### src/rtl/sim_seq_pkg.sv
// Shared types for the simulation sequencer: FSM state and finish-reason codes,
// plus the per-channel reset release threshold helper.
package sim_seq_pkg;

    typedef enum logic [1:0] {
        ST_RESET = 2'd0,
        ST_RUN   = 2'd1,
        ST_DRAIN = 2'd2,
        ST_DONE  = 2'd3
    } sim_seq_state_t;

    typedef enum logic [1:0] {
        RSN_NONE    = 2'd0,
        RSN_REQUEST = 2'd1,
        RSN_TIMEOUT = 2'd2,
        RSN_IDLE    = 2'd3
    } sim_seq_reason_t;

    function automatic int rst_threshold(int base, int stagger, int idx);
        return base + idx * stagger;
    endfunction

endpackage

### src/rtl/sim_seq_sat_cnt.sv
// Saturating up-counter. Clear restarts the count; if enable is also high the
// clearing cycle itself is counted, so the next value is 1 instead of 0.
module sim_seq_sat_cnt
    import sim_seq_pkg::*;
#(
    parameter int WIDTH = 8
) (
    input  logic             clk,
    input  logic             rst_n,
    input  logic             clr,
    input  logic             en,
    output logic [WIDTH-1:0] count
);

    always_ff @(posedge clk or negedge rst_n) begin
        if (!rst_n) begin
            count <= '0;
        end else if (clr) begin
            count <= en ? WIDTH'(1) : '0;
        end else if (en && (count != '1)) begin
            count <= count + WIDTH'(1);
        end
    end

endmodule

### src/rtl/sim_seq_ctrl.sv
// Simulation sequencer: staggered per-domain reset release, saturating cycle
// count, progress pulses and finish handling (request/timeout/idle) with drain.
module sim_seq_ctrl
    import sim_seq_pkg::*;
#(
    parameter int CHANNELS    = 4,
    parameter int CNT_W       = 32,
    parameter int FREQ_W      = 16,
    parameter int RST_BASE    = 5,
    parameter int RST_STAGGER = 2,
    parameter int DRAIN       = 16
) (
    input  logic                sim_seq_clk_ip,
    input  logic                sim_seq_rst_n_ip,
    input  logic [CNT_W-1:0]    sim_seq_timeout_ip,
    input  logic [CNT_W-1:0]    sim_seq_idle_lim_ip,
    input  logic [FREQ_W-1:0]   sim_seq_freq_ip,
    input  logic [CHANNELS-1:0] sim_seq_kick_ip,
    input  logic                sim_seq_finish_req_ip,
    output logic [CHANNELS-1:0] sim_seq_rst_n_op,
    output logic [CNT_W-1:0]    sim_seq_cycles_op,
    output logic                sim_seq_report_op,
    output logic [1:0]          sim_seq_state_op,
    output logic [1:0]          sim_seq_reason_op,
    output logic                sim_seq_done_op
);

    localparam int DRAIN_W = $clog2(DRAIN) + 1;

    if (DRAIN < 1) begin : g_bad_drain
        $error("sim_seq_ctrl: DRAIN must be at least 1");
    end
    if ((CHANNELS < 1) || (CHANNELS > 16)) begin : g_bad_channels
        $error("sim_seq_ctrl: CHANNELS must be in 1..16");
    end
    if (RST_BASE < 1) begin : g_bad_base
        $error("sim_seq_ctrl: RST_BASE must be at least 1");
    end

    sim_seq_state_t  state_q, state_d;
    sim_seq_reason_t reason_q, reason_d;

    logic [CNT_W-1:0]    cycles, cycles_plus, idle_cnt;
    logic [DRAIN_W-1:0]  drain_cnt;
    logic [FREQ_W-1:0]   period_cnt, period_pos, freq_q;
    logic [CHANNELS-1:0] rst_n_q, release_now;
    logic cyc_inc, any_kick, ev_req, ev_timeout, ev_idle, last_release;
    logic period_chg, period_wrap, period_clr, period_en;
    logic report_q, done_q;

    // The cycle count stops in DONE and at saturation; everything keyed to
    // "the edge at which cycles becomes X" uses this increment qualifier.
    assign cyc_inc     = (state_q != ST_DONE) && (cycles != '1);
    assign cycles_plus = cycles + CNT_W'(1);

    for (genvar i = 0; i < CHANNELS; i++) begin : g_release
        assign release_now[i] = cyc_inc &&
            (cycles_plus == CNT_W'(rst_threshold(RST_BASE, RST_STAGGER, i)));
    end
    assign last_release = release_now[CHANNELS-1];

    assign any_kick   = |sim_seq_kick_ip;
    assign ev_req     = sim_seq_finish_req_ip;
    assign ev_timeout = (sim_seq_timeout_ip != '0) && (cycles >= sim_seq_timeout_ip);
    assign ev_idle    = (state_q == ST_RUN) && (sim_seq_idle_lim_ip != '0) &&
                        (idle_cnt >= sim_seq_idle_lim_ip) && !any_kick;

    sim_seq_sat_cnt #(.WIDTH(CNT_W)) u_cycle_cnt (
        .clk   (sim_seq_clk_ip),
        .rst_n (sim_seq_rst_n_ip),
        .clr   (1'b0),
        .en    (cyc_inc),
        .count (cycles)
    );

    sim_seq_sat_cnt #(.WIDTH(CNT_W)) u_idle_cnt (
        .clk   (sim_seq_clk_ip),
        .rst_n (sim_seq_rst_n_ip),
        .clr   (any_kick || (state_q != ST_RUN)),
        .en    ((state_q == ST_RUN) && !any_kick),
        .count (idle_cnt)
    );

    sim_seq_sat_cnt #(.WIDTH(DRAIN_W)) u_drain_cnt (
        .clk   (sim_seq_clk_ip),
        .rst_n (sim_seq_rst_n_ip),
        .clr   (state_q != ST_DRAIN),
        .en    (state_q == ST_DRAIN),
        .count (drain_cnt)
    );

    // A freq change makes the current cycle position 0 of a fresh period.
    assign period_chg  = (sim_seq_freq_ip != freq_q);
    assign period_pos  = period_chg ? '0 : period_cnt;
    assign period_wrap = cyc_inc && (sim_seq_freq_ip != '0) &&
                         (period_pos == (sim_seq_freq_ip - FREQ_W'(1)));
    assign period_clr  = (sim_seq_freq_ip == '0) || (cyc_inc && (period_wrap || period_chg));
    assign period_en   = cyc_inc && (sim_seq_freq_ip != '0) && !period_wrap;

    sim_seq_sat_cnt #(.WIDTH(FREQ_W)) u_period_cnt (
        .clk   (sim_seq_clk_ip),
        .rst_n (sim_seq_rst_n_ip),
        .clr   (period_clr),
        .en    (period_en),
        .count (period_cnt)
    );

    always_comb begin
        state_d  = state_q;
        reason_d = reason_q;
        case (state_q)
            ST_RESET, ST_RUN: begin
                if (ev_req) begin
                    state_d  = ST_DRAIN;
                    reason_d = RSN_REQUEST;
                end else if (ev_timeout) begin
                    state_d  = ST_DRAIN;
                    reason_d = RSN_TIMEOUT;
                end else if (ev_idle) begin
                    state_d  = ST_DRAIN;
                    reason_d = RSN_IDLE;
                end else if ((state_q == ST_RESET) && last_release) begin
                    state_d = ST_RUN;
                end
            end
            ST_DRAIN: begin
                if (drain_cnt == DRAIN_W'(DRAIN - 1)) begin
                    state_d = ST_DONE;
                end
            end
            default: begin
            end
        endcase
    end

    always_ff @(posedge sim_seq_clk_ip or negedge sim_seq_rst_n_ip) begin
        if (!sim_seq_rst_n_ip) begin
            state_q  <= ST_RESET;
            reason_q <= RSN_NONE;
            rst_n_q  <= '0;
            report_q <= 1'b0;
            done_q   <= 1'b0;
            freq_q   <= '0;
        end else begin
            state_q  <= state_d;
            reason_q <= reason_d;
            rst_n_q  <= rst_n_q | release_now;
            report_q <= period_wrap && (state_d != ST_DONE);
            done_q   <= (state_d == ST_DONE);
            freq_q   <= sim_seq_freq_ip;
        end
    end

    assign sim_seq_rst_n_op  = rst_n_q;
    assign sim_seq_cycles_op = cycles;
    assign sim_seq_report_op = report_q;
    assign sim_seq_state_op  = state_q;
    assign sim_seq_reason_op = reason_q;
    assign sim_seq_done_op   = done_q;

endmodule
### config.mk
export PLATFORM = sky130hd
export DESIGN_NAME = sim_seq_ctrl
export DESIGN_NICKNAME = d
export VERILOG_FILES = /design/src/rtl/sim_seq_pkg.sv /design/src/rtl/sim_seq_sat_cnt.sv /design/src/rtl/sim_seq_ctrl.sv
export SDC_FILE = /design/constraint.sdc
export NUM_CORES = 1
export LEC_CHECK = 0
export CORE_ASPECT_RATIO = 1.1
export CORE_MARGIN = 2
export CORE_UTILIZATION = 40
export CTS_CLUSTER_SIZE = 12
export DETAILED_ROUTE_END_ITERATION = 10
export SYNTH_ARGS = -nofsm -noshare
export SYNTH_HDL_FRONTEND = slang
export SYNTH_SLANG_ARGS = --single-unit
### constraint.sdc
create_clock -name sim_seq_clk_ip -period 3.2 [get_ports sim_seq_clk_ip]
set_input_delay 0.96 -clock sim_seq_clk_ip [delete_from_list [all_inputs] [get_ports sim_seq_clk_ip]]
set_output_delay 0.96 -clock sim_seq_clk_ip [all_outputs]
set_load 0.02 [all_outputs]
==> results.sh, run 1 <==
export IMPL_clk_latency_ns=0.36
export IMPL_grt_pass1_vias=7603
export IMPL_met1_length_mm=10.9
export IMPL_worstMarginPinSlew_ns=0.718
export IMPL_ys_warnings_count=0
export IMPL_gr_total_overflow=0
export IMPL_min_from="sim_seq_rst_n_op[3]$_DFF_PN0_"
export IMPL_fin_nets=1316
export IMPL_postSynthCellCount=944
export IMPL_synth_edf_count=0
export IMPL_routed_wl_mm=23.2
export IMPL_synthFlopType="dfrtp_1"
export IMPL_synth_top_cell_area_share_pct=33.2
export IMPL_initial_core_util_pct=40.7
export IMPL_cp_top_family="simple AND/OR/NAND/NOR gates"
export IMPL_post_route_period_util_pct=99.9
export IMPL_wl_met2_mm=11.0
export IMPL_ant_nets=0
export IMPL_dr_max_layer_used="met4"
export IMPL_final_max_slew_viol_count=0
export IMPL_cts_sinks=111
export IMPL_min_path_type="flop to flop"
export IMPL_worstSetupStartpointType="primary input"
export IMPL_finish_utilization_pct=55.4
export IMPL_fp_dieH_um=156
export IMPL_end_kind="flop"
export IMPL_critPathArrivalTime_ns=3.49
export IMPL_synth_largest_area_cell="dfrtp_1"
export IMPL_dr_pass1_iters=4
export IMPL_pin_count=129
export IMPL_cp_max_fo=7
export IMPL_cp_slowest_cell="or4_4"
export IMPL_cellLeakagePower_nw=5.17
export IMPL_die_area_um2=22100
export IMPL_maxCapViolations=0
export IMPL_rows=55
export IMPL_crit_start="sim_seq_freq_ip[5]"
export IMPL_htree_num_levels=3
export IMPL_syn_cell_area_um2=8370
export IMPL_pre_cts_slack_ns=-0.814
export IMPL_netlist_top_cells_area="dfrtp_1 (33%), ha_1 (11%), xor2_1 (6.3%)"
export IMPL_cts_buffers=9
export IMPL_clk_pin_slew_ns=0.08
export IMPL_drc=0
export IMPL_place_gp_congestion=0.870
export IMPL_antenna_found_initial=1
export IMPL_yosys_cell_count_top_type="dfrtp_1"
export IMPL_cts_hold_buf=0
export IMPL_hold_viol_final=0
export IMPL_synthToLayoutAreaGrowth_pct=36.3
export IMPL_routedWlPerCell_um=16.4
export IMPL_cts_root_buffer="clkbuf_16"
export IMPL_fmax_mhz=313
export IMPL_status="finished, final reports clean"
export IMPL_vias=7736
export IMPL_ys_ff_latch=111
export IMPL_setup_viol=0
export IMPL_die_x_um=142
export IMPL_r2r_start="u_cycle_cnt.count[1]$_DFFE_PN0P_"
export IMPL_rsz0062_at_grt="yes"
export IMPL_crit_type="primary input to flop"
export IMPL_cts_buffer_depth=2
export IMPL_hpwl_mm=17.4
export IMPL_cts_tree="done"
export IMPL_portBuffers=128
export IMPL_cp_slowest_stage_delay_ns=0.55
export IMPL_drt_iter0_drc=350
export IMPL_ys_top_cells_by_count="dfrtp_1 (111), inv_1 (76), nor2_1 (75)"
export IMPL_period_needed_ns=3.20
export IMPL_p_per_area_nw_per_um2=349
export IMPL_crit_chain="buf_8, nor4_4, buf_4, nand3_2, or4_4, a2111o_1, o211ai_2, nand4b_4, nor2_4, buf_6, buf_16, o31ai_2, a21oi_2"
export IMPL_grt_util_all_layers_pct=21.1
export IMPL_ys_async_sr_fraction_pct=100
export IMPL_synth_area_per_cell_um2=8.86
export IMPL_syn_num_nets=1104
export IMPL_slew_headroom_pct=52.0
export IMPL_worst_slack_ns=0.00378
export IMPL_ys_types=74
export IMPL_core_area_um2=20600
export IMPL_peakVddDrop_uv=413
export IMPL_worstPathRequired_ns=3.49
export IMPL_path_buf_inv=4
export IMPL_final_setup_skew_ns=0.0108
export IMPL_drive_gt1_share_pct=20.0
export IMPL_viasPerCell=5.46
export IMPL_seq_area_frac_synth_pct=33.2
export IMPL_fillCellCount=1893
export IMPL_wl_met3_um=873
export IMPL_grt_pass1_wl_mm=37.5
export IMPL_grt_start_max_net_pins=60
-- metrics by stage --
step / cell area (um2) / power, mW / std cells / hold WS [ns] / TNS (ns)
after global placement: 10500 / 2.76 / 1387 / 0.460 / -14.83
after detailed placement: 10500 / 2.76 / 1387 / 0.459 / -15.43
after floorplan: 8390 / 2.20 / 944 / 0.497 / -2.99
after CTS: 11200 / 3.98 / 1415 / 0.480 / -0.277
final: 11400 / 3.98 / 1417 / 0.476 / 0
after global routing: 11400 / 4.20 / 1417 / 0.499 / -1.43
-- what timing repair did --
| action | in CTS | in global routing |
|---|---|---|
| setup endpoints to repair | 21 | 22 |
| gates cloned | 4 | 0 |
| pin swaps | 44 | 41 |
| setup buffers | 10 | 3 |
| resized for setup | 117 | 61 |
-- routing by layer --
metal	up-vias	global-route usage, %
li1	3844	-
met1	3714	28.2
met2	154	34.8
met3	24	2.98
met4	0	7.86
met5	-	0
-- placed cells by master, fill, tap and decap left out, types with 4 or more instances in the layout --
master           synthesis  layout
nor4_4                   2       4
clkdlybuf4s50_1          0     106
buf_2                   10       4
nand2_1                 55      54
a21oi_1                 33      26
xor2_2                   0       8
nand4_1                 42      42
inv_1                   76      75
xor2_1                  60      52
nor3_1                  25      23
a21oi_2                 10      17
xnor2_1                 33      33
nor2_1                  75      74
nand2b_1                 9       9
o211ai_1                12      12
and2_1                   5       5
a31oi_1                  6       6
nand4b_1                 7       7
ha_1                    73      68
and3_1                  17      17
o21ai_2                  4       7
o31ai_2                  0       5
dfrtp_1                111     110
nand3_2                  1       4
buf_6                    3      15
nor2b_1                  9       9
or4_1                    8       5
clkbuf_16                0       9
nand3_1                 51      48
nor4_2                   1       4
o21ai_0                 26      21
o21bai_1                 4       4
a21o_1                  24      24
or3_1                   17      15
buf_4                    1      99
nor4_1                  34      29
mux2i_1                  4       4
and4_1                   8       7
ha_4                     0       4
o21ai_1                  5       7
-- final timing paths --
check / to / slack, ns / cells after the start
max reg2reg: sim_seq_state_op[0]$_DFF_PN0_ / 0.17 / 12
min reg2reg: sim_seq_rst_n_op[3]$_DFF_PN0_ / 0.48 / 1
max: u_period_cnt.count[9]$_DFFE_PN0P_ / 0.004 / 13
min: sim_seq_rst_n_op[3]$_DFF_PN0_ / 0.48 / 1
max in group asynchronous: u_cycle_cnt.count[0]$_DFFE_PN0P_ / 1.98 / 2
min in group asynchronous: u_idle_cnt.count[26]$_DFFE_PN0P_ / 0.53 / 1
-- sequential cells by signal, indices dropped and copies added (netlist names), 2 cells and up --
name,cells
freq_q,16
sim_seq_reason_op,2
sim_seq_rst_n_op,4
sim_seq_state_op,2
u_cycle_cnt.count,32
u_drain_cnt.count,5
u_idle_cnt.count,32
u_period_cnt.count,16
-- kinds of logic (layout without fill, tap and decap cells) --
logic type      Yosys count  in the layout  share of synthesized area (%)
compound gates          165            165                           13.6
xor+xnor                 98             98                           11.1
fa+ha+maj                73             73                           10.9
buf+inv                 113            329                           5.73
flops                   111            111                           33.2
mux                       4              4                          0.479
other cells               0              1                              0
simple gates            380            380                           25.0
-- layout make-up --
| cell class | count | area (um2) | share of cell area [%] |
|---|---|---|---|
| tap | 256 | 320 | 2.81 |
| clock inverter | 5 | 65.1 | 0.570 |
| sequential | 111 | 2780 | 24.4 |
| multi-input combinational | 720 | 5520 | 48.4 |
| timing repair buffer | 238 | 2190 | 19.2 |
| inverter | 76 | 285 | 2.50 |
| clock buffer | 10 | 239 | 2.09 |
| antenna | 1 | 2.50 | 0.0219 |
-- power by group --
group	switching [mW]	internal, mW
combinational	0.612	0.598
sequential	0.0909	1.50
clock	0.545	0.634
No activity file was read; power rests on OpenSTA's default activity.
==> run 2, diff against run 1 <==
--- a/constraint.sdc
+++ b/constraint.sdc
@@ -3,2 +3,2 @@
 set_output_delay 0.96 -clock sim_seq_clk_ip [all_outputs]
-set_load 0.02 [all_outputs]
+set_load 0.05 [all_outputs]
==> run 2 against run 1 <==
Effect of this change:
- the flow now finishes with violations (setup timing)
- count of clock-buffer cells in the layout decreased by 1
- first-iteration DRC count increased by 19%
- total power increased by 1.1%
- via count decreased by 0.25%
- cell count increased by 0.14%
- critical path type unchanged
- critical endpoint unchanged
- largest cell class unchanged
- highest routed layer unchanged
==> results.sh, run 2 (synthesis gave the netlist of run 1 again) <==
export IMPL_cellLeakagePower_nw=5.14
export IMPL_worstMarginPinSlew_ns=0.741
export IMPL_grt_start_max_net_pins=60
export IMPL_worstPathRequired_ns=3.49
export IMPL_dp_cells=1386
export IMPL_grt_pass1_wl_mm=37.3
export IMPL_final_max_slew_viol_count=0
export IMPL_p_per_area_nw_per_um2=355
export IMPL_cp_max_fo=7
export IMPL_core_area_um2=20600
export IMPL_htree_num_levels=3
export IMPL_cts_sinks=111
export IMPL_hpwl_mm=17.3
export IMPL_violations="setup timing"
export IMPL_peakVddDrop_uv=610
export IMPL_worstSetupStartpointType="primary input"
export IMPL_fp_dieH_um=156
export IMPL_gr_total_overflow=0
export IMPL_place_area_um2=10500
export IMPL_fin_area_um2=11300
export IMPL_portBuffers=128
export IMPL_ant_nets=0
export IMPL_cts_buffer_depth=2
export IMPL_viasPerCell=5.44
export IMPL_p_seq_share_pct=39.9
export IMPL_status="finished with violations"
export IMPL_die_area_um2=22100
export IMPL_worst_slack_ns=-0.0932
export IMPL_cp_slowest_stage_delay_ns=0.53
export IMPL_fmax_mhz=304
export IMPL_cp_top_family="simple AND/OR/NAND/NOR gates"
export IMPL_vias=7717
export IMPL_hold_viol_final=0
export IMPL_clk_pin_slew_ns=0.08
export IMPL_slew_headroom_pct=50.4
export IMPL_rsz0062_at_grt="yes"
export IMPL_cts_hold_buf=0
export IMPL_fin_nets=1319
export IMPL_place_gp_congestion=0.869
export IMPL_period_needed_ns=3.29
export IMPL_die_x_um=142
export IMPL_crit_type="primary input to flop"
export IMPL_dr_pass1_iters=5
export IMPL_antennaDiodeCount=0
export IMPL_cts_buffers=9
export IMPL_layout_common_cells="dfrtp_1 (110), clkdlybuf4s50_1 (107), buf_4 (102)"
export IMPL_initial_core_util_pct=40.7
export IMPL_crit_chain="buf_6, xor2_1, nor4_1, buf_4, nand4_1, buf_6, or4b_4, nand3_4, nand4_1, nor2_4, buf_6, buf_16, o31ai_4, a21oi_2"
export IMPL_antenna_found_initial=0
export IMPL_path_buf_inv=5
export IMPL_cp_slowest_cell="or4b_4"
export IMPL_setup_viol=16
export IMPL_post_route_period_util_pct=103
export IMPL_cts_root_buffer="clkbuf_16"
export IMPL_pin_count=129
export IMPL_clkPwrFrac_pct=26.8
export IMPL_layout_commonest_cell="dfrtp_1"
export IMPL_routed_wl_mm=23.2
export IMPL_fillCellCount=1905
export IMPL_final_setup_skew_ns=0.0101
export IMPL_drt_iter0_drc=418
export IMPL_drive_gt1_share_pct=19.3
export IMPL_rows=55
export IMPL_end_kind="flop"
export IMPL_drc=0
export IMPL_routedWlPerCell_um=16.3
export IMPL_combPwrFrac_pct=33.3
export IMPL_finish_utilization_pct=55.1
export IMPL_cts_tree="done"
export IMPL_min_path_type="flop to flop"
export IMPL_reg_top3="u_cycle_cnt.count x32, u_idle_cnt.count x32"
export IMPL_cpMostUsedCell="buf_6"
export IMPL_power_switching_mw=1.41
export IMPL_layout_cells_non_filler=1419
export IMPL_critPathArrivalTime_ns=3.58
export IMPL_p_int_mw=2.62
export IMPL_maxCapViolations=0
export IMPL_swShare_pct=35.0
export IMPL_synthToLayoutAreaGrowth_pct=35.5
export IMPL_grt_util_all_layers_pct=20.9
export IMPL_clk_latency_ns=0.36
export IMPL_grt_pass1_vias=7516
==> run 2: layer usage <==
layer | routed length (um) | global-route usage (%) | vias up
li1 | - | - | 3837
met1 | 11100 | 28.4 | 3703
met2 | 10900 | 35.1 | 157
met3 | 842 | 2.46 | 20
met4 | 355 | 6.00 | 0
met5 | 0 | 0 | -
==> run 2: power groups by stage <==
stage / Combinational [mW] / Clock [mW] / Sequential, mW
5_1_grt: 1.45 / 1.16 / 1.62
3_5_place_dp: 1.28 / 0 / 1.62
3_3_place_gp: 1.28 / 0 / 1.63
6_report: 1.34 / 1.08 / 1.60
4_1_cts: 1.31 / 1.11 / 1.60
2_1_floorplan: 0.503 / 0 / 1.86
==> run 2: metrics by stage <==
stage	setup TNS, ns	worst slack (ns)	hold slack [ns]	power, mW
3_3_place_gp	-15.08	-0.809	0.460	2.91
6_report	-1.04	-0.0932	0.481	4.02
5_1_grt	-2.19	-0.150	0.501	4.24
4_1_cts	-0.290	-0.0473	0.484	4.02
2_1_floorplan	-2.99	-0.217	0.497	2.36
3_5_place_dp	-15.19	-0.812	0.461	2.91
==> run 2: area by class of cell <==
class                   instances  area [um2]  share of cell area, %
clock buffers                   9         225                   1.99
clock inverters                 6        47.5                  0.419
inverters                      76         285                   2.52
multi-input cells             720        5470                   48.2
flip-flops and latches        111        2780                   24.5
well taps                     256         320                   2.82
repair buffers                241        2220                   19.5
==> run 2: repair_timing <==
action | CTS | global route
buffers inserted | 11 | 6
endpoints found under the setup margin | 21 | 22
resized for setup | 108 | 57
pin swaps | 41 | 45
cloned | 4 | 0
==> run 2: final timing paths <==
path | from | to | slack, ns | cells after the start
max reg2reg | freq_q[6]$_DFF_PN0_ | u_period_cnt.count[9]$_DFFE_PN0P_ | 0.21 | 13
min in group asynchronous | sim_seq_rst_n_ip | u_idle_cnt.count[25]$_DFFE_PN0P_ | 0.53 | 1
min reg2reg | sim_seq_rst_n_op[3]$_DFF_PN0_ | sim_seq_rst_n_op[3]$_DFF_PN0_ | 0.48 | 1
max | sim_seq_freq_ip[6] | u_period_cnt.count[9]$_DFFE_PN0P_ | -0.09 | 14
min | sim_seq_rst_n_op[3]$_DFF_PN0_ | sim_seq_rst_n_op[3]$_DFF_PN0_ | 0.48 | 1
max in group asynchronous | sim_seq_rst_n_ip | u_cycle_cnt.count[0]$_DFFE_PN0P_ | 1.97 | 2
==> run 3, diff against run 2 <==
Settings changed: SKIP_LAST_GASP set to 1.
==> run 3 against run 2 <==
Effect of this change:
- the flow still finishes with violations (setup timing)
- sequential share of layout area about the same
- critical path depth did not move
- sequential power is essentially flat
- flip-flop and latch count unchanged
- largest cell class unchanged
- highest routed layer unchanged
==> results.sh, run 3 (synthesis gave the netlist of run 1 again) <==
export IMPL_status="finished with violations"
export IMPL_violations="setup timing"
export IMPL_peakVddDrop_uv=611
export IMPL_portBuffers=128
export IMPL_fillCellCount=1907
export IMPL_cpMostUsedCell="buf_6"
export IMPL_hpwl_mm=17.3
export IMPL_antennaDiodeCount=0
export IMPL_fp_dieH_um=156
export IMPL_gr_total_overflow=0
export IMPL_grt_start_max_net_pins=60
export IMPL_grt_pass1_wl_mm=37.3
export IMPL_cp_slowest_stage_delay_ns=0.53
export IMPL_cp_slowest_cell="or4b_4"
export IMPL_worstMarginPinSlew_ns=0.729
export IMPL_cp_top_family="simple AND/OR/NAND/NOR gates"
export IMPL_cts_root_buffer="clkbuf_16"
export IMPL_clk_latency_ns=0.36
export IMPL_worstSetupStartpointType="primary input"
export IMPL_maxCapViolations=0
export IMPL_htree_num_levels=3
export IMPL_layout_common_cells="dfrtp_1 (110), clkdlybuf4s50_1 (107), buf_4 (102)"
export IMPL_vias=7703
export IMPL_hold_viol_final=0
export IMPL_fin_nets=1319
export IMPL_cp_max_fo=7
export IMPL_multi_input_area_um2=5460
export IMPL_r2r_setup_slack_ns=0.21
export IMPL_crit_type="primary input to flop"
export IMPL_worstPathRequired_ns=3.49
export IMPL_reg_top3="u_cycle_cnt.count x32, u_idle_cnt.count x32"
export IMPL_slew_headroom_pct=51.3
export IMPL_cts_buffer_depth=2
export IMPL_grt_pass1_vias=7516
export IMPL_p_per_area_nw_per_um2=355
export IMPL_pin_count=129
export IMPL_final_max_slew_viol_count=0
export IMPL_drive_gt1_share_pct=19.3
export IMPL_die_area_um2=22100
export IMPL_min_path_type="flop to flop"
export IMPL_setup_viol=16
export IMPL_cts_tree="done"
export IMPL_end_kind="flop"
export IMPL_crit_chain="buf_6, xor2_1, nor4_1, buf_4, nand4_1, buf_6, or4b_4, nand3_4, nand4_1, nor2_4, buf_6, buf_16, o31ai_4, a21oi_2"
export IMPL_clk_pin_slew_ns=0.08
export IMPL_routed_wl_mm=23.2
export IMPL_die_x_um=142
export IMPL_cellLeakagePower_nw=5.14
export IMPL_regArea_um2=2780
export IMPL_dr_pass1_iters=7
export IMPL_grt_util_all_layers_pct=20.9
export IMPL_synthToLayoutAreaGrowth_pct=35.5
export IMPL_path_buf_inv=5
export IMPL_rsz0062_at_grt="yes"
export IMPL_final_setup_skew_ns=0.0113
export IMPL_place_gp_congestion=0.869
export IMPL_layout_commonest_cell="dfrtp_1"
export IMPL_initial_core_util_pct=40.7
export IMPL_routedWlPerCell_um=16.3
export IMPL_critPathArrivalTime_ns=3.58
export IMPL_post_route_period_util_pct=103
export IMPL_worst_slack_ns=-0.0895
export IMPL_cts_sinks=111
export IMPL_ant_nets=0
export IMPL_fmax_mhz=304
export IMPL_finalPower_mw=4.02
export IMPL_antenna_found_initial=0
export IMPL_viasPerCell=5.43
export IMPL_hold_ws_ns=0.482
export IMPL_drt_iter0_drc=404
export IMPL_cts_buffers=9
export IMPL_rows=55
export IMPL_drc=0
export IMPL_core_area_um2=20600
export IMPL_period_needed_ns=3.29
[run 3: cell count changes in the layout (fill, tap and decap cells not counted)]
| cell | previous run | this run |
|---|---|---|
| nor3_2 | 1 | 2 |
| nor3_4 | 1 | 0 |
[run 3: path summary, 6_finish.rpt]
check / from / to / cells past startpoint
setup / recovery: sim_seq_freq_ip[6] / u_period_cnt.count[9]$_DFFE_PN0P_ / 14
hold / removal: sim_seq_rst_n_op[3]$_DFF_PN0_ / sim_seq_rst_n_op[3]$_DFF_PN0_ / 1
max in group asynchronous: sim_seq_rst_n_ip / u_cycle_cnt.count[0]$_DFFE_PN0P_ / 2
hold reg to reg: sim_seq_rst_n_op[3]$_DFF_PN0_ / sim_seq_rst_n_op[3]$_DFF_PN0_ / 1
setup reg to reg: freq_q[6]$_DFF_PN0_ / u_period_cnt.count[9]$_DFFE_PN0P_ / 13
min in group asynchronous: sim_seq_rst_n_ip / u_idle_cnt.count[25]$_DFFE_PN0P_ / 1
[run 3: layer usage]
metal | global-route usage [%] | vias up | routed length [um]
li1 | - | 3836 | -
met1 | 28.4 | 3699 | 11100
met2 | 35.1 | 148 | 10900
met3 | 2.46 | 20 | 822
met4 | 6.00 | 0 | 351
met5 | 0 | - | 0
[run 3: power by group]
| group | internal [mW] | switching (mW) | total, mW |
|---|---|---|---|
| Combinational | 0.585 | 0.755 | 1.34 |
| Clock | 0.530 | 0.550 | 1.08 |
| Sequential | 1.50 | 0.104 | 1.60 |
| Total | 2.61 | 1.41 | 4.02 |
[run 3: what timing repair did]
item / CTS / global route
setup endpoints to repair: 21 / 22
hold buffers: 0 / 0
gates cloned: 4 / 0
pin swaps: 41 / 44
gates resized for setup: 108 / 56
buffers inserted: 11 / 6
[run 3: area by class of cell]
class                      count  share of cell area, %
multi-input combinational    720                   48.2
sequential                   111                   24.5
timing repair buffer         241                   19.6
tap                          256                   2.83
inverter                      76                   2.52
clock buffer                   9                   1.99
clock inverter                 6                  0.420
[run 3: metrics by stage]
step | worst slack [ns] | cells | utilization, % | TNS (ns) | cell area, um2
2_1_floorplan | -0.217 | 944 | - | -2.99 | 8390
3_3_place_gp | -0.809 | 1386 | 51.2 | -15.08 | 10500
3_5_place_dp | -0.812 | 1386 | 51.2 | -15.19 | 10500
4_1_cts | -0.0473 | 1416 | 53.9 | -0.290 | 11100
5_1_grt | -0.150 | 1419 | 55.1 | -2.23 | 11300
6_report | -0.0895 | 1419 | 55.1 | -0.988 | 11300
